`config.mk`:
```
export PLATFORM = sky130hd
export DESIGN_NAME = alsu_driver
export DESIGN_NICKNAME = d
export VERILOG_FILES = /design/src/rtl/alsu_driver.sv
export SDC_FILE = /design/constraint.sdc
export NUM_CORES = 1
export LEC_CHECK = 0
export CAP_MARGIN = 5
export CORE_MARGIN = 4
export CORE_UTILIZATION = 30
export DETAILED_ROUTE_END_ITERATION = 16
export HOLD_SLACK_MARGIN = 0.15
export SLEW_MARGIN = 20
export SYNTH_ARGS = -nofsm -noshare
export SYNTH_HDL_FRONTEND = slang
export SYNTH_SLANG_ARGS = --single-unit
export TNS_END_PERCENT = 1
```
`constraint.sdc`:
```
create_clock -name clk -period 1.7 [get_ports clk]
set_input_delay 0.34 -clock clk [delete_from_list [all_inputs] [get_ports clk]]
set_output_delay 0.34 -clock clk [all_outputs]
set_load 0.02 [all_outputs]
```
`src/rtl/alsu_driver.sv`:
```
`default_nettype none
// +--------------------------------------------------------------------------+
// | alsu_driver : command/response front end that drives an ALSU core's pins  |
// | Rev 1.0                                                                   |
// +--------------------------------------------------------------------------+
module alsu_driver #(
  parameter int LATENCY = 2,
  parameter int CNT_W   = 4
) (
  input  logic             clk,
  input  logic             rst_n,
  input  logic             cmd_valid,
  output logic             cmd_ready,
  input  logic [2:0]       cmd_opcode,
  input  logic [2:0]       cmd_a,
  input  logic [2:0]       cmd_b,
  input  logic             cmd_cin,
  input  logic             cmd_serial_in,
  input  logic             cmd_red_a,
  input  logic             cmd_red_b,
  input  logic             cmd_bypass_a,
  input  logic             cmd_bypass_b,
  input  logic             cmd_direction,
  input  logic [CNT_W-1:0] cmd_count,
  output logic [2:0]       A,
  output logic [2:0]       B,
  output logic [2:0]       opcode,
  output logic             cin,
  output logic             serial_in,
  output logic             red_op_A,
  output logic             red_op_B,
  output logic             bypass_A,
  output logic             bypass_B,
  output logic             direction,
  input  logic [5:0]       out,
  input  logic [15:0]      leds,
  output logic             rsp_valid,
  input  logic             rsp_ready,
  output logic [5:0]       rsp_out,
  output logic [15:0]      rsp_leds,
  output logic             rsp_invalid
);

  localparam int WAIT_W = (LATENCY < 2) ? 1 : $clog2(LATENCY + 1);

  localparam logic [1:0] IDLE  = 2'd0;
  localparam logic [1:0] ISSUE = 2'd1;
  localparam logic [1:0] WAIT  = 2'd2;
  localparam logic [1:0] RESP  = 2'd3;

  localparam logic [WAIT_W-1:0] WAIT_LOAD = WAIT_W'(LATENCY);
  localparam logic [WAIT_W-1:0] WAIT_ONE  = WAIT_W'(1);
  localparam logic [CNT_W-1:0]  CNT_ONE   = CNT_W'(1);

  logic [1:0]        state_q, state_d;
  logic [15:0]       cmd_q, cmd_d;
  logic [CNT_W-1:0]  issue_cnt_q, issue_cnt_d;
  logic [WAIT_W-1:0] wait_cnt_q, wait_cnt_d;
  logic              cmd_ready_q, cmd_ready_d;
  logic [5:0]        rsp_out_q, rsp_out_d;
  logic [15:0]       rsp_leds_q, rsp_leds_d;
  logic              rsp_invalid_q, rsp_invalid_d;

  // Latched command layout matches the pin concatenation in the output process
  logic [2:0] lat_op;
  logic       lat_red_a;
  logic       lat_red_b;
  logic       lat_invalid;

  assign lat_op      = cmd_q[9:7];
  assign lat_red_a   = cmd_q[4];
  assign lat_red_b   = cmd_q[3];
  assign lat_invalid = (lat_op == 3'd6) || (lat_op == 3'd7) ||
                       ((lat_op > 3'd1) && (lat_red_a || lat_red_b));

  always_ff @(posedge clk or negedge rst_n) begin
    if (!rst_n) begin
      state_q       <= IDLE;
      cmd_q         <= '0;
      issue_cnt_q   <= '0;
      wait_cnt_q    <= '0;
      cmd_ready_q   <= 1'b0;
      rsp_out_q     <= '0;
      rsp_leds_q    <= '0;
      rsp_invalid_q <= 1'b0;
    end else begin
      state_q       <= state_d;
      cmd_q         <= cmd_d;
      issue_cnt_q   <= issue_cnt_d;
      wait_cnt_q    <= wait_cnt_d;
      cmd_ready_q   <= cmd_ready_d;
      rsp_out_q     <= rsp_out_d;
      rsp_leds_q    <= rsp_leds_d;
      rsp_invalid_q <= rsp_invalid_d;
    end
  end

  always_comb begin
    state_d       = state_q;
    cmd_d         = cmd_q;
    issue_cnt_d   = issue_cnt_q;
    wait_cnt_d    = wait_cnt_q;
    rsp_out_d     = rsp_out_q;
    rsp_leds_d    = rsp_leds_q;
    rsp_invalid_d = rsp_invalid_q;
    case (state_q)
      IDLE: begin
        if (cmd_valid && cmd_ready_q) begin
          cmd_d       = {cmd_a, cmd_b, cmd_opcode, cmd_cin, cmd_serial_in,
                         cmd_red_a, cmd_red_b, cmd_bypass_a, cmd_bypass_b,
                         cmd_direction};
          issue_cnt_d = (cmd_count == '0) ? CNT_ONE : cmd_count;
          state_d     = ISSUE;
        end
      end
      ISSUE: begin
        issue_cnt_d = issue_cnt_q - CNT_ONE;
        if (issue_cnt_q == CNT_ONE) begin
          wait_cnt_d = WAIT_LOAD;
          state_d    = WAIT;
        end
      end
      WAIT: begin
        wait_cnt_d = wait_cnt_q - WAIT_ONE;
        if (wait_cnt_q == WAIT_ONE) begin
          rsp_out_d     = out;
          rsp_leds_d    = leds;
          rsp_invalid_d = lat_invalid;
          state_d       = RESP;
        end
      end
      RESP: begin
        if (rsp_ready) begin
          state_d = IDLE;
        end
      end
      default: state_d = IDLE;
    endcase
    // Registered so that ready stays low while reset is asserted
    cmd_ready_d = (state_d == IDLE);
  end

  always_comb begin
    {A, B, opcode, cin, serial_in, red_op_A, red_op_B, bypass_A, bypass_B,
     direction} = (state_q == ISSUE) ? cmd_q : 16'h0000;
    rsp_valid   = (state_q == RESP);
  end

  assign cmd_ready   = cmd_ready_q;
  assign rsp_out     = rsp_out_q;
  assign rsp_leds    = rsp_leds_q;
  assign rsp_invalid = rsp_invalid_q;

endmodule
`default_nettype wire

```
; ---- Word level (Yosys, flattened, before mapping)
; Index checks and enable logic that the tools add are counted.
; W data, S select, Z words.
[word_totals]
reg_bits = 48
input_bits = 46
output_inout_bits = 41
elab_cells = 45
[classes]
n_addsub = 2
order_cmp = 1
n_eq_ne = 9
n_mux = 11
n_reduce_logical = 14
[ops]
columns = cell, count
row1 = $mux W16, 1
row2 = $mux W2, 5
row3 = $mux W4, 2
row4 = $pmux W2 S4, 1
row5 = $pmux W4 S2, 1
row6 = $reduce_and A2 Y1, 4
row7 = $eq A3 B3 Y1 const B, 2
row8 = $eq A2 B1 Y1 const B, 2
row9 = $eq A2 B2 Y1 const B, 2
row10 = $eq A4 B1 Y1 const B, 1
row11 = $logic_not A2 Y1, 2
row12 = $logic_not A4 Y1, 1
row13 = $ne A2 B2 Y1 const B, 2
row14 = $pmux W2 S2, 1
row15 = $reduce_bool A2 Y1, 2
row16 = $sub A4 B1 Y4 const B, 1
row17 = $gt A3 B1 Y1 const B, 1
row18 = $logic_or A1 B1 Y1, 3
row19 = $logic_and A1 B1 Y1, 2
row20 = $sub A2 B1 Y2 const B, 1

; ---- Logic depth before layout (Yosys ltp)
; Gate-level depths: netlist of the first run.
[depth]
ltp_word = 4
depth_mapped = 6

; ---- Worst setup path after synthesis of the first run
; Ideal clock, no wire load.
[synth_path]
path_type = register -> output
from = register state_q[1]
to = output port A[0]
t_arrival_ns = 1.233
required_time_ns = 1.360
path_slack_ns = 0.127
path_stages_with_launch = 5
cell_sequence = dfrtp_1 > buf_4 > and2b_1 > clkbuf_1 > and2_1
[synth_via]
elab_chain_len = 2
[synth_lines]
columns = item, line_no
row1 = "start, declared", 55  ; logic [1:0] state_q, state_d;
row2 = "start signal, assigned", 87  ; state_q <= state_d;
row3 = $eq A2 B1 Y1, 145  ; direction} = (state_q == ISSUE) ? cmd_q : 16'h0000;
row4 = $mux W16, 145
row5 = "end, declared", 25  ; output logic [2:0] A,
; Every way passes these cells.

; ---- Worst setup path after layout of the first run
[layout_path]
from = register state_q[0]
to = output port opcode[1]
[layout_via]
elab_chain_len = 2
[layout_lines]
columns = item, line_no
row1 = $eq A2 B1 Y1, 145
row2 = $mux W16, 145
row3 = "end, declared", 27  ; output logic [2:0] opcode,
; Every way passes these cells.

==> impl_metrics.csv, run 1 <==
group,metric,value,unit
status,status,"finished clean",
final_layout,finalNetCount,339,
place,numPortBuffers,86,
worst_hold_path,worstHoldPathCells,2,
synthesis,ys_types,35,
sta,setup_viol,0,
worst_setup_path,setup.worst_path.start_class,"flip-flop",
power_and_ir_drop,max-vdd-ir-drop,519,uV
floorplanning,io_pins,87,
grt,grt_max_degree,49,
place,place_ws,-0.0873,ns
floorplanning,die-area,8790,sq um
final_layout,drive_gt1_share,24.7,%
synthesis,ys_seq_elements,48,
floorplanning,num_rows,30,
cts,cts-htree-levels,2,
synthesis,ys_warn_count,0,
synthesis,syn_area,2210,sq um
routing,wirelength,5130,microns
final_layout,final_common_cell,"clkdlybuf4s50_1",
routing,ant_nets,0,
worst_setup_path,path_class,"reg -> out",
worst_setup_path,r2r_start,"issue_cnt_q[1]$_DFFE_PN0P_",
sta,whs,0.485,ns
synthesis,synth.yosys.seq_area_share,54.5,%
cts,cts.clk_slew.worst_paths,0.09,ns
routing,vias,1686,
sta,maxSlewViolCount,0,
place,hpwl,3770,microns
final_layout,diodes,0,
worst_setup_path,r2r-end,"wait_cnt_q[1]$_DFFE_PN0P_",
worst_setup_path,cp-end-kind,"output port",
cts,clock_path_buffers,2,
synthesis,synth_top_family_by_area,"simple AND/OR/NAND/NOR gates",
sta,finalHoldViolCount,0,
final_layout,areaGrowthSynthToFinish,53.4,%
cts,cts_sinks,48,
final_layout,mostFrequentLayoutCells,"clkdlybuf4s50_1, nand2_1, dfrtp_1",
floorplanning,core,6980,sq um
routing,viasPerCell,4.36,
worst_hold_path,hold_class,"reg -> reg",
worst_setup_path,cp_max_fo,8,
sta,finClkSkew,0.00683,ns
sta,period_minus_slack,1.68,ns
sta,final.period_utilization,98.6,%
grt,overflow,0,
worst_setup_path,ff2ff_setup_slack,0.21,ns
grt,antenna_found_initial,0,
synthesis,synth_compound_area_share,3.80,%
synthesis,syn-num-nets,243,
floorplanning,initial_core_util,31.6,%
floorplanning,dieHeight,93.8,microns
cts,root_buffer,"clkbuf_8",
power_and_ir_drop,power_leakage,0.00162,uW
grt,grt_util_all_layers,11.8,%
final_layout,n_fill_cell,664,
synthesis,synthMuxAreaShare,16.1,%
worst_setup_path,r2r_cells,5,
power_and_ir_drop,powerDensity,1740,nW/um^2
sta,relSlewSlack,59.6,%
place,globalplace.congestion,0.711,
synthesis,avgSynthCellArea,11.4,sq um
sta,worstMarginPinSlew,0.598,ns
synthesis,synthAdderAreaFrac,1.70,%
synthesis,yosys.area_share.xor_xnor,0.397,%
routing,post-route-drc-count,0,
worst_setup_path,worstPathRequired,1.36,ns
cts,cts_tree,"yes",
flow_run,cap_viol_max_count,0,
synthesis,synth-simple-area-share,19.9,%
grt,grt_pass1_wl,8270,microns
routing,avgRoutedWirePerCell,13.2,microns
worst_hold_path,hold_start,"cmd_q[5]$_DFFE_PN0P_",
floorplanning,die_x,93.8,microns
routing,drtIter0Drc,27,
sta,fmax,597,MHz
routing,detail_route.first_pass.iterations,4,
grt,first_global_vias,1783,
synthesis,synthCells,194,
sta,fin_ws,0.0240,ns
sta,rsz0062_at_grt,"yes",
cts,clock_latency,0.29,ns
worst_hold_path,whs_endpoint,"cmd_q[5]$_DFFE_PN0P_",
cts,cts_buffers,5,
worst_setup_path,cp_data_arrival_time,1.34,ns
cells by family after synthesis:
logic type | after synthesis
muxes | 25
and+or+nand+nor | 89
buffers and inverters | 15
adders and majority gates | 3
xor gates and xnor gates | 1
AOI/OAI and AO/OA | 13
DFF | 48
power breakdown:
| part | leakage [uW] | switching, uW | internal [uW] | total [uW] |
|---|---|---|---|---|
| logic | 0.000994 | 1410 | 1740 | 3150 |
| registers | 0.000579 | 341 | 1710 | 2050 |
| clock network | 0.0000455 | 357 | 332 | 690 |
layer usage:
layer	up-vias	global-route usage, %	part of all wire (%)
li1	826	-	-
met1	815	15.2	44
met2	41	19.8	51
met3	4	2.48	4.9
met4	0	3.61	0.68
met5	-	0	0
repair_timing:
action	4_1_cts	5_1_grt
endpoints found under the hold margin	48	0
pin swaps	0	6
resized for setup	67	47
cloned	0	1
hold buffers	1	0
setup endpoints to repair	17	17
setup buffers	0	1
cells in the mapped netlist (all sizes together):
cell type	number	share of area, %
nand2b	1	0.28
o211ai	2	0.68
nor2b	1	0.62
clkbuf	2	0.34
buf	8	2.5
dfrtp	48	54
and2b	1	0.34
nand3b	1	0.34
o31ai	2	0.68
nor4bb	1	0.45
ha	3	1.7
nand4bb	1	0.51
mux2	23	15
nand3	5	1.1
o21ai	4	0.91
and2	17	4.8
nor3	1	0.23
and4bb	1	0.57
a22oi	1	0.34
or2	1	0.28
inv	5	0.85
or3	2	0.57
nand4	1	0.28
xor2	1	0.40
a211o	1	0.40
o21a	1	0.34
mux2i	2	0.91
nor2	2	0.34
nand2	53	9.1
a21oi	2	0.45
registers in the layout, summed over array words and instances, names as in the netlist:
name,count
cmd_q,16
cmd_ready,1
issue_cnt_q,4
rsp_invalid,1
rsp_leds,16
rsp_out,6
state_q,2
wait_cnt_q,2
how the worst max path moves through the flow:
| stage | startpoint | endpoint | slack [ns] | cells after the start |
|---|---|---|---|---|
| final | state_q[0]$_DFF_PN0_ | opcode[1] | 0.02 | 4 |
| after global routing | state_q[0]$_DFF_PN0_ | bypass_A | -0.03 | 4 |
| after CTS | state_q[0]$_DFF_PN0_ | opcode[1] | 0.02 | 4 |
| after detailed placement | state_q[1]$_DFF_PN0_ | direction | -0.09 | 4 |
| after global placement | state_q[1]$_DFF_PN0_ | direction | -0.06 | 4 |
| after floorplan | state_q[1]$_DFF_PN0_ | A[0] | 0.13 | 4 |
critical path: stages (launching register included):
cell     delay, ns
dfrtp_1       0.39
and2b_2       0.24
buf_6         0.14
and2_4        0.15
buf_6         0.12
through the flow:
step           TNS (ns)  std cells  cell area, sq um  total power (uW)  util, %
3_5_place_dp      -1.16        376              3220              5100     46.1
3_3_place_gp     -0.794        376              3220              5030     46.1
6_report              0        387              3380              5890     48.5
4_1_cts               0        385              3240              5720     46.4
5_1_grt          -0.213        387              3380              6300     48.5
2_1_floorplan         0        194              2210              3790        -
final cells by class:
class	instances	area [sq um]	area share [%]
Sequential cell	48	1200	35.5
Inverter	5	18.8	0.555
Timing Repair Buffer	99	1000	29.6
Multi-Input combinational cell	131	952	28.1
Clock buffer	8	90.1	2.66
Tap cell	96	120	3.55
No activity file was read; power rests on OpenSTA's default activity.
==> inputs of run 2 (changes only) <==
- CAP_MARGIN: 5 -> 30
==> results of run 2 <==
The final DEF is identical to that of run 1; final timing and power are the same.
